$ cat src/rtl/argmax_pkg.sv
// Shared types and helpers for the argmax sequencer: FSM state encoding,
// the most-negative-value constant and the beat count derivation.
package argmax_pkg;

  typedef enum logic [2:0] {
    IDLE,
    FEED,
    DRAIN,
    DONE,
    FLUSH
  } state_e;

  // Most-negative two's-complement value of the given width, sign-extended to 64 bits.
  function automatic logic signed [63:0] neg_max(input int width);
    return -(64'sd1 <<< (width - 1));
  endfunction

  function automatic int beats(input int classes, input int lanes);
    return (classes + lanes - 1) / lanes;
  endfunction

endpackage

$ cat src/rtl/argmax_accum.sv
// Running (best value, best index) register; strict-greater update keeps the earliest index on ties.
// o_nxt_* show the value the register will hold after this cycle's update.
module argmax_accum
  import argmax_pkg::*;
#(
  parameter int pDATA_WIDTH = 16,
  parameter int pIDX_WIDTH  = 6
) (
  input  logic                          clk,
  input  logic                          rst,
  input  logic                          i_clear,
  input  logic                          i_update,
  input  logic signed [pDATA_WIDTH-1:0] i_val,
  input  logic        [pIDX_WIDTH-1:0]  i_idx,
  output logic signed [pDATA_WIDTH-1:0] o_best_val,
  output logic        [pIDX_WIDTH-1:0]  o_best_idx,
  output logic signed [pDATA_WIDTH-1:0] o_nxt_val,
  output logic        [pIDX_WIDTH-1:0]  o_nxt_idx
);

  localparam logic signed [pDATA_WIDTH-1:0] NEG = pDATA_WIDTH'(neg_max(pDATA_WIDTH));

  logic signed [pDATA_WIDTH-1:0] r_best_val;
  logic        [pIDX_WIDTH-1:0]  r_best_idx;
  logic                          w_take;

  assign w_take     = i_update & (i_val > r_best_val);
  assign o_nxt_val  = w_take ? i_val : r_best_val;
  assign o_nxt_idx  = w_take ? i_idx : r_best_idx;
  assign o_best_val = r_best_val;
  assign o_best_idx = r_best_idx;

  always_ff @(posedge clk or posedge rst) begin
    if (rst) begin
      r_best_val <= NEG;
      r_best_idx <= '0;
    end else if (i_clear) begin
      r_best_val <= NEG;
      r_best_idx <= '0;
    end else if (w_take) begin
      r_best_val <= i_val;
      r_best_idx <= i_idx;
    end
  end

endmodule

$ cat src/rtl/argmax_seq_ctrl.sv
// Streams a logit frame beat-by-beat through a shared max tree and keeps the global argmax.
// ARGMAX_SEQ_PERF_EN adds a 32-bit perf_cycles output counting frame cycles.
module argmax_seq_ctrl
  import argmax_pkg::*;
#(
  parameter int pDATA_WIDTH = 16,
  parameter int pLANES      = 8,
  parameter int pCLASS_NUM  = 64,
  parameter int pTREE_LAT   = 5
) (
  input  logic                              clk,
  input  logic                              rst,
  input  logic                              abort,
  input  logic                              s_valid,
  output logic                              s_ready,
  input  logic [pDATA_WIDTH*pLANES-1:0]     s_data,
  output logic                              tree_en,
  output logic [pDATA_WIDTH*pLANES-1:0]     tree_data,
  input  logic                              tree_valid,
  input  logic signed [pDATA_WIDTH-1:0]     tree_val,
  input  logic [$clog2(pLANES)-1:0]         tree_idx,
  output logic                              m_valid,
  input  logic                              m_ready,
  output logic [$clog2(pCLASS_NUM)-1:0]     m_index,
  output logic [pDATA_WIDTH-1:0]            m_value,
  output logic                              busy
`ifdef ARGMAX_SEQ_PERF_EN
  , output logic [31:0]                     perf_cycles
`endif
);

  localparam int BEATS      = beats(pCLASS_NUM, pLANES);
  localparam int LAST_LANES = pCLASS_NUM - (BEATS - 1) * pLANES;
  localparam int CW         = $clog2(BEATS + 1);
  localparam int FW         = $clog2(pTREE_LAT + 2);
  localparam int IW         = $clog2(pCLASS_NUM);
  localparam logic [CW-1:0] BEATS_C = CW'(BEATS);
  localparam logic [FW-1:0] FL_LAST = FW'(pTREE_LAT);
  localparam logic signed [pDATA_WIDTH-1:0] NEG = pDATA_WIDTH'(neg_max(pDATA_WIDTH));

  state_e r_state, w_state_nxt;
  logic [CW-1:0] r_issued, r_ret_cnt;
  logic [FW-1:0] r_flush_cnt;
  logic          r_m_valid;
  logic [IW-1:0] r_m_index;
  logic [pDATA_WIDTH-1:0] r_m_value;

  logic w_active, w_abort, w_s_ready, w_accept, w_ret, w_ret_last, w_last_beat;
  logic w_done_hs, w_clear;
  logic [IW-1:0] w_gidx;
  logic [pDATA_WIDTH*pLANES-1:0] w_tree_data;
  logic signed [pDATA_WIDTH-1:0] w_best_val, w_nxt_val;
  logic [IW-1:0] w_best_idx, w_nxt_idx;

  assign w_active    = (r_state == FEED) | (r_state == DRAIN);
  assign w_abort     = abort & (w_active | (r_state == DONE));
  // Ready is gated by rst so the interface is quiet for the whole reset pulse.
  assign w_s_ready   = ~rst & ~w_abort &
                       ((r_state == IDLE) | ((r_state == FEED) & (r_issued < BEATS_C)));
  assign w_accept    = s_valid & w_s_ready;
  assign w_ret       = tree_valid & w_active;
  assign w_ret_last  = w_ret & ((r_ret_cnt + 1'b1) == BEATS_C);
  assign w_last_beat = (r_issued == (BEATS_C - 1'b1));
  assign w_done_hs   = (r_state == DONE) & r_m_valid & m_ready;
  assign w_clear     = w_abort | w_done_hs;
  assign w_gidx      = IW'(int'(r_ret_cnt) * pLANES + int'(tree_idx));

  always_comb begin
    w_tree_data = s_data;
    if (w_last_beat) begin
      for (int k = 0; k < pLANES; k++) begin
        if (k >= LAST_LANES) w_tree_data[k*pDATA_WIDTH +: pDATA_WIDTH] = NEG;
      end
    end
  end

  always_comb begin
    w_state_nxt = r_state;
    case (r_state)
      IDLE:  if (w_accept) w_state_nxt = (BEATS == 1) ? DRAIN : FEED;
      FEED: begin
        if (w_accept & w_last_beat) w_state_nxt = DRAIN;
        if (w_ret_last)             w_state_nxt = DONE;
      end
      DRAIN: if (w_ret_last) w_state_nxt = DONE;
      DONE:  if (w_done_hs) w_state_nxt = IDLE;
      FLUSH: if (r_flush_cnt == FL_LAST) w_state_nxt = IDLE;
      default: w_state_nxt = IDLE;
    endcase
    if (w_abort) w_state_nxt = FLUSH;
  end

  always_ff @(posedge clk or posedge rst) begin
    if (rst) begin
      r_state     <= IDLE;
      r_issued    <= '0;
      r_ret_cnt   <= '0;
      r_flush_cnt <= '0;
      r_m_valid   <= 1'b0;
      r_m_index   <= '0;
      r_m_value   <= '0;
    end else begin
      r_state <= w_state_nxt;
      if (w_clear)       r_issued <= '0;
      else if (w_accept) r_issued <= r_issued + 1'b1;
      if (w_clear)       r_ret_cnt <= '0;
      else if (w_ret)    r_ret_cnt <= r_ret_cnt + 1'b1;
      r_flush_cnt <= (r_state == FLUSH) ? r_flush_cnt + 1'b1 : '0;
      if (w_clear)         r_m_valid <= 1'b0;
      else if (w_ret_last) r_m_valid <= 1'b1;
      if (w_ret_last & ~w_abort) begin
        r_m_index <= w_nxt_idx;
        r_m_value <= w_nxt_val;
      end
    end
  end

  argmax_accum #(
    .pDATA_WIDTH(pDATA_WIDTH),
    .pIDX_WIDTH (IW)
  ) u_accum (
    .clk       (clk),
    .rst       (rst),
    .i_clear   (w_clear),
    .i_update  (w_ret & ~w_abort),
    .i_val     (tree_val),
    .i_idx     (w_gidx),
    .o_best_val(w_best_val),
    .o_best_idx(w_best_idx),
    .o_nxt_val (w_nxt_val),
    .o_nxt_idx (w_nxt_idx)
  );

`ifdef ARGMAX_SEQ_PERF_EN
  logic [31:0] r_perf;
  always_ff @(posedge clk or posedge rst) begin
    if (rst)                                 r_perf <= '0;
    else if ((r_state == IDLE) & w_accept)   r_perf <= 32'd1;
    else if (w_active & (r_perf != '1))      r_perf <= r_perf + 32'd1;
  end
  assign perf_cycles = r_perf;
`endif

  assign s_ready   = w_s_ready;
  assign tree_en   = w_accept;
  assign tree_data = w_tree_data;
  assign m_valid   = r_m_valid;
  assign m_index   = r_m_index;
  assign m_value   = r_m_value;
  assign busy      = (r_state != IDLE);

endmodule

$ cat config.mk
export PLATFORM = sky130hd
export DESIGN_NAME = argmax_seq_ctrl
export DESIGN_NICKNAME = d
export VERILOG_FILES = /design/src/rtl/argmax_pkg.sv /design/src/rtl/argmax_accum.sv /design/src/rtl/argmax_seq_ctrl.sv
export SDC_FILE = /design/constraint.sdc
export NUM_CORES = 1
export LEC_CHECK = 0
export CAP_MARGIN = 15
export CELL_PAD_IN_SITES_DETAIL_PLACEMENT = 0
export CELL_PAD_IN_SITES_GLOBAL_PLACEMENT = 1
export CORE_AREA = 3 3 138 140
export CTS_CLUSTER_SIZE = 25
export DETAILED_ROUTE_END_ITERATION = 10
export DIE_AREA = 0 0 141 143
export HOLD_SLACK_MARGIN = 0.1
export PLACE_DENSITY = 0.88
export SLEW_MARGIN = 20
export SYNTH_ARGS = -nofsm -noshare
export SYNTH_HDL_FRONTEND = slang
export SYNTH_HIERARCHICAL = 1
export SYNTH_SLANG_ARGS = --single-unit
$ cat constraint.sdc
create_clock -name clk -period 3.05 [get_ports clk]
set_clock_uncertainty 0.05 [all_clocks]
set_input_delay 0.305 -clock clk [delete_from_list [all_inputs] [get_ports clk]]
set_output_delay 0.305 -clock clk [all_outputs]
set_load 0.005 [all_outputs]
Word-level counts from Yosys, hierarchy flattened --
Index checks and enable logic that the tools add are counted.
Word-level totals: bits in registers 59, input port bits 153, output and inout port bits 154, word-level logic and storage cells 71
Operators by class: add/subtract/negate cells 4, order comparisons 2, equality and inequality tests 12, muxes and demuxes 19, bitwise gates (word level) 19, reductions and logical operators 6
Operator list (number):
- $mux 16 | 2
- $mux 3 | 8
- $gt 16x16->1 | 1
- $mux 4 | 4
- $pmux 3 s5 | 1
- $and 1x1->1 | 13
- $mux 6 | 2
- $ne 3x3->1 const B | 4
- $add 4x1->4 const B | 2
- $add 6x3->6 | 1
- $eq 3x2->1 const B | 2
- $eq 3x3->1 const B | 2
- $reduce_bool 2->1 | 3
- $reduce_and 5->1 | 1
- $eq 4x3->1 const B | 1
- $eq 4x4->1 const B | 1
- $lt 4x4->1 const B | 1
- $ne 4x3->1 const B | 1
- $or 1x1->1 | 4
- $add 3x1->3 const B | 1
- $eq 3x1->1 const B | 1
- $logic_not 3->1 | 1
- $reduce_bool 3->1 | 1
- $mux 1 | 2
- $not 1->1 | 2

Depth between registers and ports, before layout --
depth in word-level cells 13, gate-level depth with buffers 10, mapped depth without buffers 9

Modules after synthesis --
The synthesis kept the hierarchy.
By module, submodules not included:
- argmax_seq_ctrl | times used 1, cells an instance 274, area each 2778.9 sq um, sequential area each 925.9 sq um
- argmax_accum | times used 1, cells an instance 176, area each 1845.5 sq um, sequential area each 551.8 sq um

Worst setup path after synthesis --
OpenSTA, ideal clock, no wires.
path kind reg2reg, start point register r_state[0], end point register r_m_value[3] (netlist: m_value[3]), library setup time 0.128 ns, arrival time 2.517 ns, data required time 2.872 ns, slack 0.356 ns, cell stages (with the launch flop) 11, path buffers 2, period minus slack after synthesis 2.694 ns, cells stage by stage dfrtp_1 > buf_6 > xnor2_2 > or4b_4 > inv_2 > o31a_1 > o21ai_1 > mux2i_4 > buf_6 > mux2_4 > mux2_1
On the way: word-level cells in the longest chain between the ends 8, elaborated cells on any way between the ends 13, classes of those cells eq/ne (3); mux (1); bitwise (9)
RTL lines:
- from (decl) | line argmax_seq_ctrl.sv:41 | state_e r_state, w_state_nxt;
- from (signal assigned) | line argmax_seq_ctrl.sv:103 | r_state <= w_state_nxt;
- $eq 3x1->1 / $eq 3x2->1 (equally long branches) | line argmax_seq_ctrl.sv:55 | assign w_active = (r_state == FEED) | (r_state == DRAIN);
- $or 1x1->1 | line argmax_seq_ctrl.sv:55
- $or 1x1->1 | line argmax_seq_ctrl.sv:56 | assign w_abort = abort & (w_active | (r_state == DONE));
- $and 1x1->1 | line argmax_seq_ctrl.sv:56
- $not 1->1 | line argmax_seq_ctrl.sv:125 | .i_update (w_ret & ~w_abort),
- $and 1x1->1 * | line argmax_seq_ctrl.sv:125
- $and 1x1->1 * | line argmax_accum.sv:27 | assign w_take = i_update & (i_val > r_best_val);
- $mux 16 * | line argmax_accum.sv:28 | assign o_nxt_val = w_take ? i_val : r_best_val;
- named net w_nxt_val[3] | line argmax_seq_ctrl.sv:52 | logic signed [pDATA_WIDTH-1:0] w_best_val, w_nxt_val;
- to (signal assigned) | line argmax_seq_ctrl.sv:113 | r_m_value <= w_nxt_val;
- to (decl) | line argmax_seq_ctrl.sv:46 | logic [pDATA_WIDTH-1:0] r_m_value;
Mark *: on every way through the listed nets, which the timed path passes. The rest lies on a longest branch. A chain may end at the register's enable or synchronous reset.

Worst setup path in the final report --
start point input port tree_val[1], end point register r_m_value[4] (netlist: m_value[4])
On the way: word-level cells in the longest chain between the ends 3
RTL lines:
- from (decl) | line argmax_seq_ctrl.sv:20 | input logic signed [pDATA_WIDTH-1:0] tree_val,
- $gt 16x16->1 | line argmax_accum.sv:27
- $and 1x1->1 | line argmax_accum.sv:27
- $mux 16 | line argmax_accum.sv:28
- named net w_nxt_val[4] | line argmax_seq_ctrl.sv:52
The timed path passes the listed nets, and every way through them passes these cells.

==> impl_metrics.yaml <==
worst_hold_path:
  hold_path_class: "reg -> reg"
run_status:
  outcome: "finished clean"
clocking:
  clk_pin_slew_worst_paths_ps: 50
  cts_sinks: 59
  ctsHtreeMaxLevel: 3
  post_cts_resized: 0
  clk_root_buffer_cell: "clkbuf_16"
  insertion_delay_ps: 330
  cts_tree: "built"
  postCtsSetupBuffers: 0
  ctsLongestPathBuffers: 2
  cts_buffers: 9
  hold_buffers: 0
floorplanning:
  coreArea_sq_um: 18000
  initial_utilization_pct: 25.7
  die_y_microns: 143
  io_pins: 307
  die_width_microns: 141
  num_rows: 49
  die_area_sq_um: 20200
layout:
  antennaDiodeCount: 0
  fillCellCount: 1852
  areaGrowthSynthToFinish_pct: 5.79
  final_util_pct: 27.2
  nets: 566
  drive_gt1_share_pct: 21.9
global_routing:
  grt_pass1_wl_mm: 14.4
  gr-total-overflow: 0
  grtUsageTotal_pct: 9.09
  antenna_found_initial: 0
  grt_pass1_vias: 2764
  grt_max_degree: 45
critical_path:
  crit_chain: "clkdlybuf4s50_1 -> ha_1 -> nor2b_1 -> o211ai_1 -> a211oi_2 -> nor3_2 -> mux2i_4 -> buf_4 -> mux2_4 -> mux2_1"
  crit_type: "in -> reg"
  crit_path_end_kind: "flip-flop"
  cp_top_family: "multiplexers"
  crit_buf_inv: 2
  cpMaxStageDelayCell: "clkdlybuf4s50_1"
  arrival_ps: 2970
  start_kind: "input pin"
  crit_required_ps: 3210
  slowest_delay_ps: 470
  crit_fanout: 12
detailed_routing:
  met1_length_mm: 4.06
  drtIter0Drc: 165
  vias: 2644
  drc: 0
  drtPass1Iterations: 4
  via_per_inst: 4.22
  met2_wirelength_mm: 3.95
  wl_met3_microns: 541
  ant_nets: 0
  routed_wl_mm: 8.76
  routedWlPerCell_microns: 14.0
  highest_layer: "met4"
logic_synthesis:
  synth-seq-area-share_pct: 32.0
  synthTopCellsByArea: "dfrtp_1 31%, buf_4 21%, mux2_4 12%, nand2b_1 6.1%, ha_1 5.7%"
  syn_nets: 624
  synth_top_family_by_area: "buffers and inverters"
  synth_adder_area_share_pct: 5.68
  synth_top_area_cell: "dfrtp_1"
  synth-simple-area-share_pct: 11.9
  netlist_instances: 450
  synthDominantCellAreaShare_pct: 31.4
  synth_xor_area_share_pct: 1.11
  async_flop_share_pct: 100
  syn_area_per_cell_sq_um: 10.3
  synth_edf_count: 0
  synth-seq-cells: 59
  syn_area_sq_um: 4620
  yosys_warnings: 6
  synth_compound_area_share_pct: 5.30
  synthFlopType: "dfrtp_1"
  synth_mux_area_share_pct: 19.1
  yosysUniqueCellTypes: 48
timing:
  rsz0062_at_grt: "no"
  final_hold_viol_count: 0
  worstMarginPinSlew_ps: 921
  slew_violations: 0
  min_period_ps: 2810
  finalSetupTns_ps: 0
  setup_slack_ps: 237
  finalSetupViolCount: 0
  relSlewSlack_pct: 38.5
  fmax_ghz: 0.356
  fin_crit_sh_pct: 92.2
power_and_ir_drop:
  ir_drop_uv: 281
  p_per_area_nw_per_um2: 702
  total_leakage_power_nw: 2.12
  switching_share_pct: 30.1
  finalPower_mw: 3.44
  intPower_mw: 2.40
  power.share.clock_pct: 33.5
  comb_power_share_pct: 35.2
  p_sw_mw: 1.04
  seq_power_share_pct: 31.3
place:
  io_buffers: 50
  hpwl_mm: 6.37
  gp_congestion: 0.799
  pre_cts_slack_ps: -120
run:
  cap_viol_max_count: 0
[cell families (layout without fill, tap and decap cells)]
kind of cell	after synthesis	after routing
xor gates and xnor gates	5	5
muxes	68	68
adders and majority gates	21	21
AOI/OAI and AO/OA	37	37
DFF	59	59
and+or+nand+nor	95	95
buffers and inverters	165	112
[area by class of cell]
class                   count  area, sq um  share of cell area [%]
clock buffers              10          229                    4.68
clock inverters             6          105                    2.15
inverters                  23         86.3                    1.76
multi-input cells         226         2000                    40.8
flip-flops and latches     59         1480                    30.2
well taps                 229          287                    5.86
repair buffers             73          711                    14.5
[per-stage QoR]
step | std cells | area, sq um | hold slack [ps]
2_1_floorplan | 450 | 4620 | 243
3_3_place_gp | 610 | 4560 | 408
3_5_place_dp | 610 | 4560 | 426
4_1_cts | 626 | 4890 | 433
5_1_grt | 626 | 4890 | 450
6_report | 626 | 4890 | 424
[synth_stat cells, types with 2 or more instances]
master and count:
buf_4 130, dfrtp_1 58, nand2b_1 45, mux2_4 36, mux2i_1 23, inv_1 22
ha_1 21, nor2_1 15, a21oi_1 12, nand2_1 8, buf_6 6, nand3_1 6
nand4_1 6, clkbuf_1 5, o21ai_0 5, a21o_1 4, and3_1 4, mux2_1 4
mux2_2 4, o21ai_1 3, a22o_1 2, and2_1 2, nor2b_1 2, xnor2_1 2
xor2_1 2
[state kept, by name, summed over array words and instances (netlist names)]
name / cells
r_state: 3
u_accum/o_best_val: 16
m_value: 16
r_flush_cnt: 3
u_accum/o_best_idx: 6
m_index: 6
m_valid: 1
r_issued: 4
r_ret_cnt: 4
[layer usage]
layer	track usage [%]	up-vias
li1	-	1262
met3	3.22	35
met5	0	-
met2	14.0	87
met1	11.3	1260
met4	4.39	0
[power by group through the flow]
stage / Combinational [mW] / Sequential [mW] / Clock [mW]
after floorplan: 1.06 / 1.04 / 0
after global placement: 1.18 / 1.08 / 0
after detailed placement: 1.22 / 1.09 / 0
after CTS: 1.22 / 1.08 / 1.18
after global routing: 1.36 / 1.10 / 1.20
final: 1.21 / 1.08 / 1.15
[cell usage in the layout, fill, tap and decap left out, types with 8 or more instances in the layout]
master,instances
a21oi_1,11
buf_4,20
clkbuf_16,9
clkdlybuf4s50_1,50
dfrtp_1,58
ha_1,21
inv_1,22
mux2_4,36
mux2i_1,23
nand2_1,8
nand2b_1,45
nor2_1,15
[worst paths after layout]
path	cells after the start	to	from	slack, ps
max	10	m_value[4]$_DFFE_PP0P_	tree_val[1]	240
max in group asynchronous	2	u_accum/o_best_val[11]$_DFF_PP0_	rst	1830
min reg2reg	1	r_flush_cnt[0]$_DFF_PP0_	r_flush_cnt[0]$_DFF_PP0_	420
max reg2reg	10	m_value[4]$_DFFE_PP0P_	u_accum/o_best_val[14]$_DFF_PP0_	300
min	1	r_flush_cnt[0]$_DFF_PP0_	r_flush_cnt[0]$_DFF_PP0_	420
min in group asynchronous	3	r_ret_cnt[1]$_DFFE_PP0P_	rst	500
No activity file was read; power rests on OpenSTA's default activity.
